### config.mk
export PLATFORM = sky130hd
export DESIGN_NAME = mult_sched
export DESIGN_NICKNAME = d
export VERILOG_FILES = /design/src/rtl/mult_sched.sv
export SDC_FILE = /design/constraint.sdc
export NUM_CORES = 1
export LEC_CHECK = 0
export BUFFER_PORTS_ARGS = -buffer_cell sky130_fd_sc_hd__buf_2
export CAP_MARGIN = 20
export CORE_MARGIN = 3
export CORE_UTILIZATION = 31
export DETAILED_ROUTE_END_ITERATION = 16
export MAX_ROUTING_LAYER = met4
export PLACE_DENSITY_LB_ADDON = 0.3
export SKIP_LAST_GASP = 1
export SYNTH_ARGS = -nofsm -noshare
export SYNTH_HDL_FRONTEND = slang
export SYNTH_SLANG_ARGS = --single-unit
export TNS_END_PERCENT = 20
### constraint.sdc
create_clock -name clk -period 2.52 [get_ports clk]
set_input_delay 0.126 -clock clk [delete_from_list [all_inputs] [get_ports clk]]
set_output_delay 0.126 -clock clk [all_outputs]
set_load 0.01 [all_outputs]
### src/rtl/mult_sched.sv
// Two-requester front end for one shared pipelined 11x8 signed multiplier.
// Round-robin issue with per-requester credit; products return in issue order.
module mult_sched #(
    parameter int LATENCY   = 7,
    parameter int MAX_OUTST = 4
) (
    input  logic        clk,
    input  logic        rst_n,
    input  logic        req0_valid,
    output logic        req0_ready,
    input  logic [10:0] req0_a,
    input  logic [7:0]  req0_b,
    input  logic        req1_valid,
    output logic        req1_ready,
    input  logic [10:0] req1_a,
    input  logic [7:0]  req1_b,
    output logic [10:0] mul_n1,
    output logic [7:0]  mul_n2,
    input  logic [18:0] mul_result,
    output logic        rsp0_valid,
    output logic [18:0] rsp0_data,
    output logic        rsp1_valid,
    output logic [18:0] rsp1_data,
    output logic        busy
);

    localparam int CW = $clog2(MAX_OUTST + 1);
    localparam logic [CW-1:0] MAX_CNT = CW'(MAX_OUTST);

    logic [LATENCY-1:0] tag_vld;
    logic [LATENCY-1:0] tag_id;
    logic               cap_vld;
    logic               cap_id;
    logic [CW-1:0]      cnt0;
    logic [CW-1:0]      cnt1;
    logic               rr;

    logic               elig0;
    logic               elig1;
    logic               gnt1;
    logic               acc0;
    logic               acc1;
    logic               accept;
    logic [LATENCY:0]   vld_sh;
    logic [LATENCY:0]   id_sh;

    // A response pulse frees its slot in the same cycle, so a full requester
    // may re-issue while its count is held at the limit.
    always_comb begin
        elig0  = rst_n && req0_valid && ((cnt0 < MAX_CNT) || rsp0_valid);
        elig1  = rst_n && req1_valid && ((cnt1 < MAX_CNT) || rsp1_valid);
        gnt1   = elig1 && (!elig0 || rr);
        acc0   = elig0 && !gnt1;
        acc1   = elig1 && gnt1;
        accept = acc0 || acc1;
        vld_sh = {tag_vld, accept};
        id_sh  = {tag_id, gnt1};
    end

    assign req0_ready = acc0;
    assign req1_ready = acc1;

    always_ff @(posedge clk or negedge rst_n) begin
        if (!rst_n) begin
            rr     <= 1'b0;
            mul_n1 <= '0;
            mul_n2 <= '0;
        end else if (accept) begin
            rr     <= !gnt1;
            mul_n1 <= gnt1 ? req1_a : req0_a;
            mul_n2 <= gnt1 ? req1_b : req0_b;
        end
    end

    // The tag leaving the last stage waits one more edge in cap_* so that it
    // lines up with the product the multiplier presents for that issue slot.
    always_ff @(posedge clk or negedge rst_n) begin
        if (!rst_n) begin
            tag_vld <= '0;
            tag_id  <= '0;
            cap_vld <= 1'b0;
            cap_id  <= 1'b0;
        end else begin
            tag_vld <= vld_sh[LATENCY-1:0];
            tag_id  <= id_sh[LATENCY-1:0];
            cap_vld <= vld_sh[LATENCY];
            cap_id  <= id_sh[LATENCY];
        end
    end

    always_ff @(posedge clk or negedge rst_n) begin
        if (!rst_n) begin
            rsp0_valid <= 1'b0;
            rsp1_valid <= 1'b0;
            rsp0_data  <= '0;
            rsp1_data  <= '0;
        end else begin
            rsp0_valid <= cap_vld && !cap_id;
            rsp1_valid <= cap_vld && cap_id;
            if (cap_vld && !cap_id) begin
                rsp0_data <= mul_result;
            end
            if (cap_vld && cap_id) begin
                rsp1_data <= mul_result;
            end
        end
    end

    always_ff @(posedge clk or negedge rst_n) begin
        if (!rst_n) begin
            cnt0 <= '0;
            cnt1 <= '0;
        end else begin
            case ({acc0, rsp0_valid})
                2'b10:   cnt0 <= cnt0 + CW'(1);
                2'b01:   cnt0 <= cnt0 - CW'(1);
                default: cnt0 <= cnt0;
            endcase
            case ({acc1, rsp1_valid})
                2'b10:   cnt1 <= cnt1 + CW'(1);
                2'b01:   cnt1 <= cnt1 - CW'(1);
                default: cnt1 <= cnt1;
            endcase
        end
    end

    assign busy = (|tag_vld) || cap_vld || rsp0_valid || rsp1_valid;

endmodule

# Yosys cells after proc, flatten, opt, wreduce, memory -nomap -nowiden
# Index checks and enable logic that the tools add are counted.
# word_totals
ff_bits	82
in_bits	61
# op_classes
add_sub_neg	4
n_reduce_logical	22
n_eq_ne	4
muxes	4
n_lt_le_gt_ge	2
# ops
cell	n
$pmux W3 S2	2
$mux W11	1
$logic_and A1 B1 Y1	9
$mux W8	1
$logic_or A1 B1 Y1	7
$reduce_or A7 Y1	1
$add A3 B1 Y3 const B	2
$lt A3 B3 Y1 const B	2
$sub A3 B1 Y3 const B	2
$eq A2 B1 Y1 const B	2
$eq A2 B2 Y1 const B	2
$reduce_bool A2 Y1	2
$logic_not A1 Y1	3

# Depth between registers and ports, before layout
# Gate-level depths: netlist of the first run.
# depth
ltp_word	10
mapped_depth	10
mapped_depth_nobuf	9

# Worst setup path before layout of the first run
# Ideal clock, no wire load.
# synth_path
kind	register to register
from	register cnt0[2]
to	register cnt1[2]
t_required_ps	2441
n_path_buf	1
period_less_slack_ps	2146
path_stages_with_launch	11
slack_ps	374
t_arrival_ps	2067
path_cell_list	dfrtp_1 > nor2b_1 > or3_1 > nand2_1 > buf_4 > ha_1 > inv_1 > fa_1 > xor2_1 > nor2_1 > xor2_1
# synth_via
elab_chain_cells	9
elab_cells_between_ends	11
# synth_lines
item	line	rtl
start, declared	34	logic [CW-1:0] cnt0;
start signal, assigned	115	2'b10: cnt0 <= cnt0 + CW'(1);
start signal, assigned	116	2'b01: cnt0 <= cnt0 - CW'(1);
start signal, assigned	117	default: cnt0 <= cnt0;
$lt A3 B3 Y1 (*)	50	elig0 = rst_n && req0_valid && ((cnt0 < MAX_CNT) || rsp0_valid);
$logic_or A1 B1 Y1 (*)	50	
$logic_and A1 B1 Y1 (*)	50	
$logic_not A1 Y1 (*)	52	gnt1 = elig1 && (!elig0 || rr);
$logic_or A1 B1 Y1 (*)	52	
$logic_and A1 B1 Y1 (*)	52	
$logic_and A1 B1 Y1 (*)	54	acc1 = elig1 && gnt1;
$eq A2 B1 Y1 or $eq A2 B2 Y1 (tied branches)	119	case ({acc1, rsp1_valid})
$pmux W3 S2 or $reduce_bool A2 Y1 (tied branches)	n/a	
end signal, assigned	120	2'b10: cnt1 <= cnt1 + CW'(1);
end signal, assigned	121	2'b01: cnt1 <= cnt1 - CW'(1);
end signal, assigned	122	default: cnt1 <= cnt1;
end, declared	35	logic [CW-1:0] cnt1;
# Mark *: on every way between the ends. The rest lies on a longest branch, timed or not.
# A chain may end at the register's enable or synchronous reset.

# Worst setup path after layout of the first run
# layout_path
from	input rst_n
to	register cnt1[2]
# layout_via
elab_chain_cells	8
elab_cells_between_ends	12
# layout_lines
item	line	rtl
start, declared	8	input logic rst_n,
$logic_and A1 B1 Y1 (2 in a row)	50	
$logic_not A1 Y1	52	
$logic_or A1 B1 Y1	52	
$logic_and A1 B1 Y1	52	
$logic_and A1 B1 Y1 (*)	54	
$eq A2 B1 Y1 or $eq A2 B2 Y1 (tied branches)	119	
$pmux W3 S2 or $reduce_bool A2 Y1 (tied branches)	n/a	
# Marked as above.

==> results.sh, run 1 <==
export IMPL_crit_start="rst_n"
export IMPL_grt_pass1_wl_microns=11110
export IMPL_cts_buffers=9
export IMPL_layout_common_cells="buf_2 (121), dfrtp_1 (82), mux2_2 (38), o221a_2 (19), or2_0 (18)"
export IMPL_period_minus_slack_ns=2.285
export IMPL_slowest_delay_ns=0.56
export IMPL_layout_commonest_cell="buf_2"
export IMPL_fp_dieH_microns=106.7
export IMPL_worstPathRequired_ns=2.78
export IMPL_grt_setup_unrepaired="false"
export IMPL_hp_class="input port to flip-flop"
export IMPL_num_vias=2162
export IMPL_start_kind="input port"
export IMPL_grt_pass1_vias=2304
export IMPL_path_buf_inv=3
export IMPL_vias_per_cell=4.458
export IMPL_ant_nets=0
export IMPL_setup_viol=0
export IMPL_fin_nets=412
export IMPL_path_clk_slew_ns=0.09
export IMPL_synth_distinct_cells=27
export IMPL_routabilityCongestion=0.7352
export IMPL_finalCritPeriodShare_pct=90.67
export IMPL_p_sw_uw=1602
export IMPL_tns_ns=0
export IMPL_placed_cells=459
export IMPL_fp_row_count=36
export IMPL_p_leak_uw=0.002008
export IMPL_cts_sinks=82
export IMPL_grt_total_usage_pct=12.77
export IMPL_critical_path_arrival_ns=2.55
export IMPL_p_sw_share_pct=32.91
export IMPL_critical_path_endpoint_type="flip-flop"
export IMPL_yosysWarnings=0
export IMPL_synth_nets=274
export IMPL_avgSynthCellArea_sq_um=15.05
export IMPL_routed_wirelength_microns=6763
export IMPL_port_buffers=122
export IMPL_r2r_start="rsp1_valid$_DFF_PN0_"
export IMPL_combPwrFrac_pct=35.1
export IMPL_min_from="mul_result[12]"
export IMPL_initial_core_util_pct=32.03
export IMPL_drc=0
export IMPL_ys_ff_latch=82
export IMPL_clk_path_buf_depth=2
export IMPL_max_freq_mhz=437.7
export IMPL_coreArea_sq_um=9819
export IMPL_critPathKind="input port to flip-flop"
export IMPL_p_int_uw=3265
export IMPL_regArea_sq_um=2052
export IMPL_cts_root_buf="clkbuf_8"
export IMPL_ioPinCount=123
export IMPL_seq_area_frac_synth_pct=65.23
export IMPL_final_cells=485
export IMPL_diodes=0
export IMPL_first_pass_iters=4
export IMPL_finalHoldViolations=0
export IMPL_post_place_ws_ns=0.3473
export IMPL_worstPathCellList="dlygate4sd3_1 > buf_6 > nand2_1 > or3_1 > nand2_1 > ha_1 > inv_1 > fa_1 > xor2_1 > nor2_1 > xor2_1"
export IMPL_path_max_fanout=21
export IMPL_fin_ws_ns=0.2351
export IMPL_syn_area_sq_um=3146
export IMPL_antenna_found_initial=0
export IMPL_finClkSkew_ns=0.01036
export IMPL_area_growth_syn_to_layout_pct=34.25
export IMPL_dieArea_sq_um=11390
export IMPL_avgRoutedWirePerCell_microns=13.94
export IMPL_nFillCells=971
export IMPL_max_cap_violations=0
export IMPL_layout_drive_gt1_share_pct=57.95
export IMPL_total_power_uw=4867
export IMPL_clk_latency_ns=0.35
export IMPL_cts_htree_levels=3
export IMPL_status="finished clean"
export IMPL_dp_hpwl_microns=4763
export IMPL_p_clk_share_pct=20.1
export IMPL_power_share_sequential_pct=44.8
export IMPL_worst_slew_pin_slew_ns=0.8025
export IMPL_power_density_nw_per_um2=1153
export IMPL_drt_iter0_markers=135
export IMPL_grt_overflow=0
export IMPL_final_max_slew_viol_count=0
export IMPL_die_w_microns=106.7
export IMPL_slew_headroom_pct=46.50
export IMPL_final_cell_area_sq_um=4223
export IMPL_synthCells=209
export IMPL_cpLargestDelayFamily="buffers and inverters"
export IMPL_multiInputGateArea_sq_um=996.0
export IMPL_peakVddDrop_uv=468.2
export IMPL_cts_tree="yes"
export IMPL_grt_max_degree=65
export IMPL_slowest_stage="dlygate4sd3_1"
export IMPL_place_area_sq_um=3906
[cell families after synthesis]
group | Yosys count | synth area share (%)
adders and majority gates | 4 | 2.068
AOI/OAI and AO/OA | 23 | 7.717
muxes | 39 | 13.92
buffers and inverters | 21 | 3.182
and+or+nand+nor | 34 | 6.205
xor gates and xnor gates | 6 | 1.671
DFF | 82 | 65.23
[worst register-to-register path, delay by kind of cell, from the launching register on]
kind,cells,cell delay (ns)
and+or+nand+nor,1,0.18
buffers and inverters,1,0.07
AOI/OAI and AO/OA,2,0.71
adders and majority gates,2,0.68
DFF,1,0.43
[power by group through the flow]
stage	Combinational [uW]	Sequential, uW	Clock (uW)
6_report	1710	2180	976
5_1_grt	1890	2260	1080
4_1_cts	1750	2190	1030
3_5_place_dp	1740	2200	0
3_3_place_gp	1690	2190	0
2_1_floorplan	784	2410	0
[registers in the layout (all words and copies together) (netlist names)]
name and cells:
tag_id 7, tag_vld 7, rsp0_data 19, rsp1_data 19, cap_vld 1, mul_n2 8, mul_n1 11, cnt0 3
rsp0_valid 1, cnt1 3, cap_id 1, rsp1_valid 1, rr 1
[repair_timing]
item,in CTS,in global routing
endpoints found under the hold margin,30,1
gates resized for setup,0,1
setup buffers,0,0
hold buffers,9,1
endpoints found under the setup margin,0,1
[synthesized netlist by cell type]
library cell  count  area, sq um
or2_0            18        112.6
a311o_2           1        11.26
buf_6             1        11.26
nand2_1           4        15.01
nor2_1            3        11.26
o221a_2          19        214.0
o21bai_1          1        7.510
or2_2             1        6.260
clkbuf_1          2        7.510
buf_4             2        15.01
xor2_1            4        35.03
o21ai_0           2        10.01
dfrtp_1          82         2052
nor2b_1           2        12.51
clkbuf_2          1        5.000
buf_2             4        20.02
ha_1              2        25.02
nand2b_1          1        6.260
nand3_1           1        5.000
inv_1            11        41.29
mux2_2           38        427.9
nor4_1            2        12.51
and3_2            1        7.510
or3_1             1        6.260
fa_1              2        40.04
xnor2_1           2        17.52
mux2i_1           1        10.01
[metrics by stage]
stage	utilization [%]	hold slack, ns
floorplan	-	-0.1696
global placement	39.78	0.01241
detailed placement	39.78	0.01782
CTS	42.86	0.002885
global route	43.00	0.001137
finish	43.00	0.02700
[final cells by class]
cell class                      count  area share, %
Inverter                           11         0.9778
Timing Repair Buffer              137          17.87
Sequential cell                    82          48.59
Clock buffer                        9          2.933
Multi-Input combinational cell    106          23.59
Tap cell                          133          3.941
Clock inverter                      7          2.104
[path summary, 6_finish.rpt]
check	to	depth (start not counted)	slack (ns)
max	cnt1[2]$_DFFE_PN0P_	11	0.24
min	rsp1_data[12]$_DFFE_PN0P_	2	0.03
max reg2reg	cnt0[1]$_DFFE_PN0P_	6	0.37
min reg2reg	tag_id[1]$_DFF_PN0_	0	0.35
max in group asynchronous	mul_n2[6]$_DFFE_PN0P_	3	1.28
min in group asynchronous	cnt1[0]$_DFFE_PN0P_	2	0.20
[per-layer routing]
| layer | up-vias | wire [microns] | track usage [%] |
|---|---|---|---|
| met2 | 92 | 3091 | 19.47 |
| met4 | 0 | 60 | 3.562 |
| met3 | 5 | 570 | 4.816 |
| met5 | - | 0 | - |
| li1 | 1006 | - | - |
| met1 | 1059 | 3041 | 16.03 |
Power figures use the tool's default switching activity.
==> run 2, diff against run 1 <==
CELL_PAD_IN_SITES_DETAIL_PLACEMENT = 0   (was unset)
CELL_PAD_IN_SITES_GLOBAL_PLACEMENT = 1   (was unset)
==> results.sh, run 2 (synthesis gave the netlist of run 1 again) <==
export IMPL_p_sw_uw=1566
export IMPL_grt_overflow=0
export IMPL_start_kind="input port"
export IMPL_peakVddDrop_uv=456.2
export IMPL_power_density_nw_per_um2=1180
export IMPL_fp_dieH_microns=106.7
export IMPL_dieArea_sq_um=11390
export IMPL_layout_commonest_cell="buf_2"
export IMPL_fin_ws_ns=0.2820
export IMPL_area_growth_syn_to_layout_pct=32.02
export IMPL_finClkSkew_ns=0.004666
export IMPL_worstPathCellList="dlygate4sd3_1 > buf_4 > nand2_1 > or3_1 > nand2_1 > ha_1 > inv_1 > fa_1 > xor2_1 > nor2_1 > xor2_1"
export IMPL_coreArea_sq_um=9819
export IMPL_ioPinCount=123
export IMPL_hp_class="input port to flip-flop"
export IMPL_grt_total_usage_pct=12.42
export IMPL_critical_path_arrival_ns=2.51
export IMPL_setup_viol=0
export IMPL_grt_pass1_wl_microns=10800
export IMPL_p_int_uw=3336
export IMPL_routabilityCongestion=0.6800
export IMPL_grt_setup_unrepaired="false"
export IMPL_layout_drive_gt1_share_pct=59.13
export IMPL_slew_headroom_pct=39.39
export IMPL_dp_hpwl_microns=4748
export IMPL_ant_nets=0
export IMPL_drt_iter0_markers=51
export IMPL_cts_root_buf="clkbuf_8"
export IMPL_cts_sinks=82
export IMPL_finalCritPeriodShare_pct=88.81
export IMPL_die_w_microns=106.7
export IMPL_critical_path_endpoint_type="flip-flop"
export IMPL_cts_buffers=9
export IMPL_fp_row_count=36
export IMPL_p_clk_share_pct=21.1
export IMPL_cts_htree_levels=3
export IMPL_drc=0
export IMPL_max_freq_mhz=446.8
export IMPL_clk_latency_ns=0.34
export IMPL_p_leak_uw=0.001987
export IMPL_cpLargestDelayFamily="buffers and inverters"
export IMPL_cts_setup_buffers=0
export IMPL_status="finished clean"
export IMPL_fin_nets=405
export IMPL_reg_top3="rsp0_data (19), rsp1_data (19), mul_n1 (11)"
export IMPL_layout_common_cells="buf_2 (121), dfrtp_1 (82), mux2_2 (38), o221a_2 (19), or2_0 (18)"
export IMPL_vias_per_cell=4.429
export IMPL_critPathKind="input port to flip-flop"
export IMPL_path_clk_slew_ns=0.08
export IMPL_avgRoutedWirePerCell_microns=14.07
export IMPL_diodes=0
export IMPL_max_cap_violations=0
export IMPL_antenna_found_initial=0
export IMPL_post_place_ws_ns=0.3815
export IMPL_worstPathRequired_ns=2.79
export IMPL_combPwrFrac_pct=34.5
export IMPL_initial_core_util_pct=32.03
export IMPL_port_buffers=122
export IMPL_clk_path_buf_depth=2
export IMPL_p_sw_share_pct=31.94
export IMPL_worst_slew_pin_slew_ns=0.9091
export IMPL_num_vias=2117
export IMPL_first_pass_iters=5
export IMPL_routed_wirelength_microns=6726
export IMPL_path_buf_inv=3
export IMPL_grt_pass1_vias=2187
export IMPL_path_max_fanout=12
export IMPL_period_minus_slack_ns=2.238
export IMPL_tns_ns=0
export IMPL_finalHoldViolations=0
export IMPL_slowest_delay_ns=0.54
export IMPL_slowest_stage="dlygate4sd3_1"
export IMPL_grt_max_degree=74
export IMPL_power_share_sequential_pct=44.4
export IMPL_final_max_slew_viol_count=0
export IMPL_cts_tree="yes"
## run 2: changes by cell type in the layout (fill, tap and decap cells not counted)
cell | previous run | this run
dlygate4sd3_1 | 10 | 3
bufinv_16 | 1 | 2
buf_4 | 5 | 6
clkinv_8 | 1 | 0
buf_6 | 1 | 0
clkinv_2 | 0 | 3
inv_6 | 2 | 1
clkinvlp_4 | 1 | 0
clkinv_4 | 2 | 1
## run 2: power by group through the flow
stage | registers (uW) | logic (uW) | clock network [uW]
after floorplan | 2410 | 784 | 0
after global placement | 2210 | 1690 | 0
final | 2180 | 1690 | 1040
after detailed placement | 2200 | 1730 | 0
after global routing | 2250 | 1860 | 1140
after CTS | 2180 | 1720 | 1080
## run 2: routing by layer
layer	wire, microns	global-route usage, %	up-vias
met5	0	-	-
met4	36	3.288	0
met3	691	5.358	2
met2	2803	17.40	106
met1	3195	16.57	1019
li1	-	-	990
## run 2: path summary, 6_finish.rpt
path,startpoint,to,slack (ns),cells after the start
hold / removal,mul_result[9],rsp1_data[9]$_DFFE_PN0P_,0.02,2
max in group asynchronous,rst_n,mul_n1[6]$_DFFE_PN0P_,1.22,3
setup reg to reg,rsp0_valid$_DFF_PN0_,cnt0[2]$_DFFE_PN0P_,0.39,8
setup / recovery,rst_n,cnt1[2]$_DFFE_PN0P_,0.28,11
min in group asynchronous,rst_n,rsp1_valid$_DFF_PN0_,0.18,2
hold reg to reg,tag_id[2]$_DFF_PN0_,tag_id[3]$_DFF_PN0_,0.35,0
## run 2: worst register-to-register path, stage by stage (launching register included)
cell and delay, ns:
dfrtp_1 0.43, nor2b_1 0.21, a311o_2 0.34, ha_1 0.25, inv_1 0.06, fa_1 0.37
xor2_1 0.15, nor2_1 0.11, xor2_1 0.15
## run 2: stage by stage
stage	hold slack [ns]	utilization, %	std cells	power [uW]	area, sq um
3_3_place_gp	-0.02336	39.78	459	3896	3906
6_report	0.02489	42.29	478	4902	4153
4_1_cts	0.0005667	42.09	476	4991	4133
5_1_grt	0.0007693	42.29	478	5253	4153
2_1_floorplan	-0.1696	-	209	3190	3146
3_5_place_dp	-0.02211	39.78	459	3927	3906
## run 2: what timing repair did
| item | 4_1_cts | 5_1_grt |
|---|---|---|
| hold buffers | 1 | 2 |
| endpoints found under the hold margin | 9 | 3 |
| resized for setup | 0 | 0 |
## run 2: layout make-up
cell class | count | area (sq um)
inverters | 11 | 41.29
multi-input cells | 106 | 996.0
clock inverters | 7 | 92.59
flip-flops and latches | 82 | 2052
repair buffers | 130 | 680.7
fillers | 969 | 5667
clock buffers | 9 | 123.9
well taps | 133 | 166.4
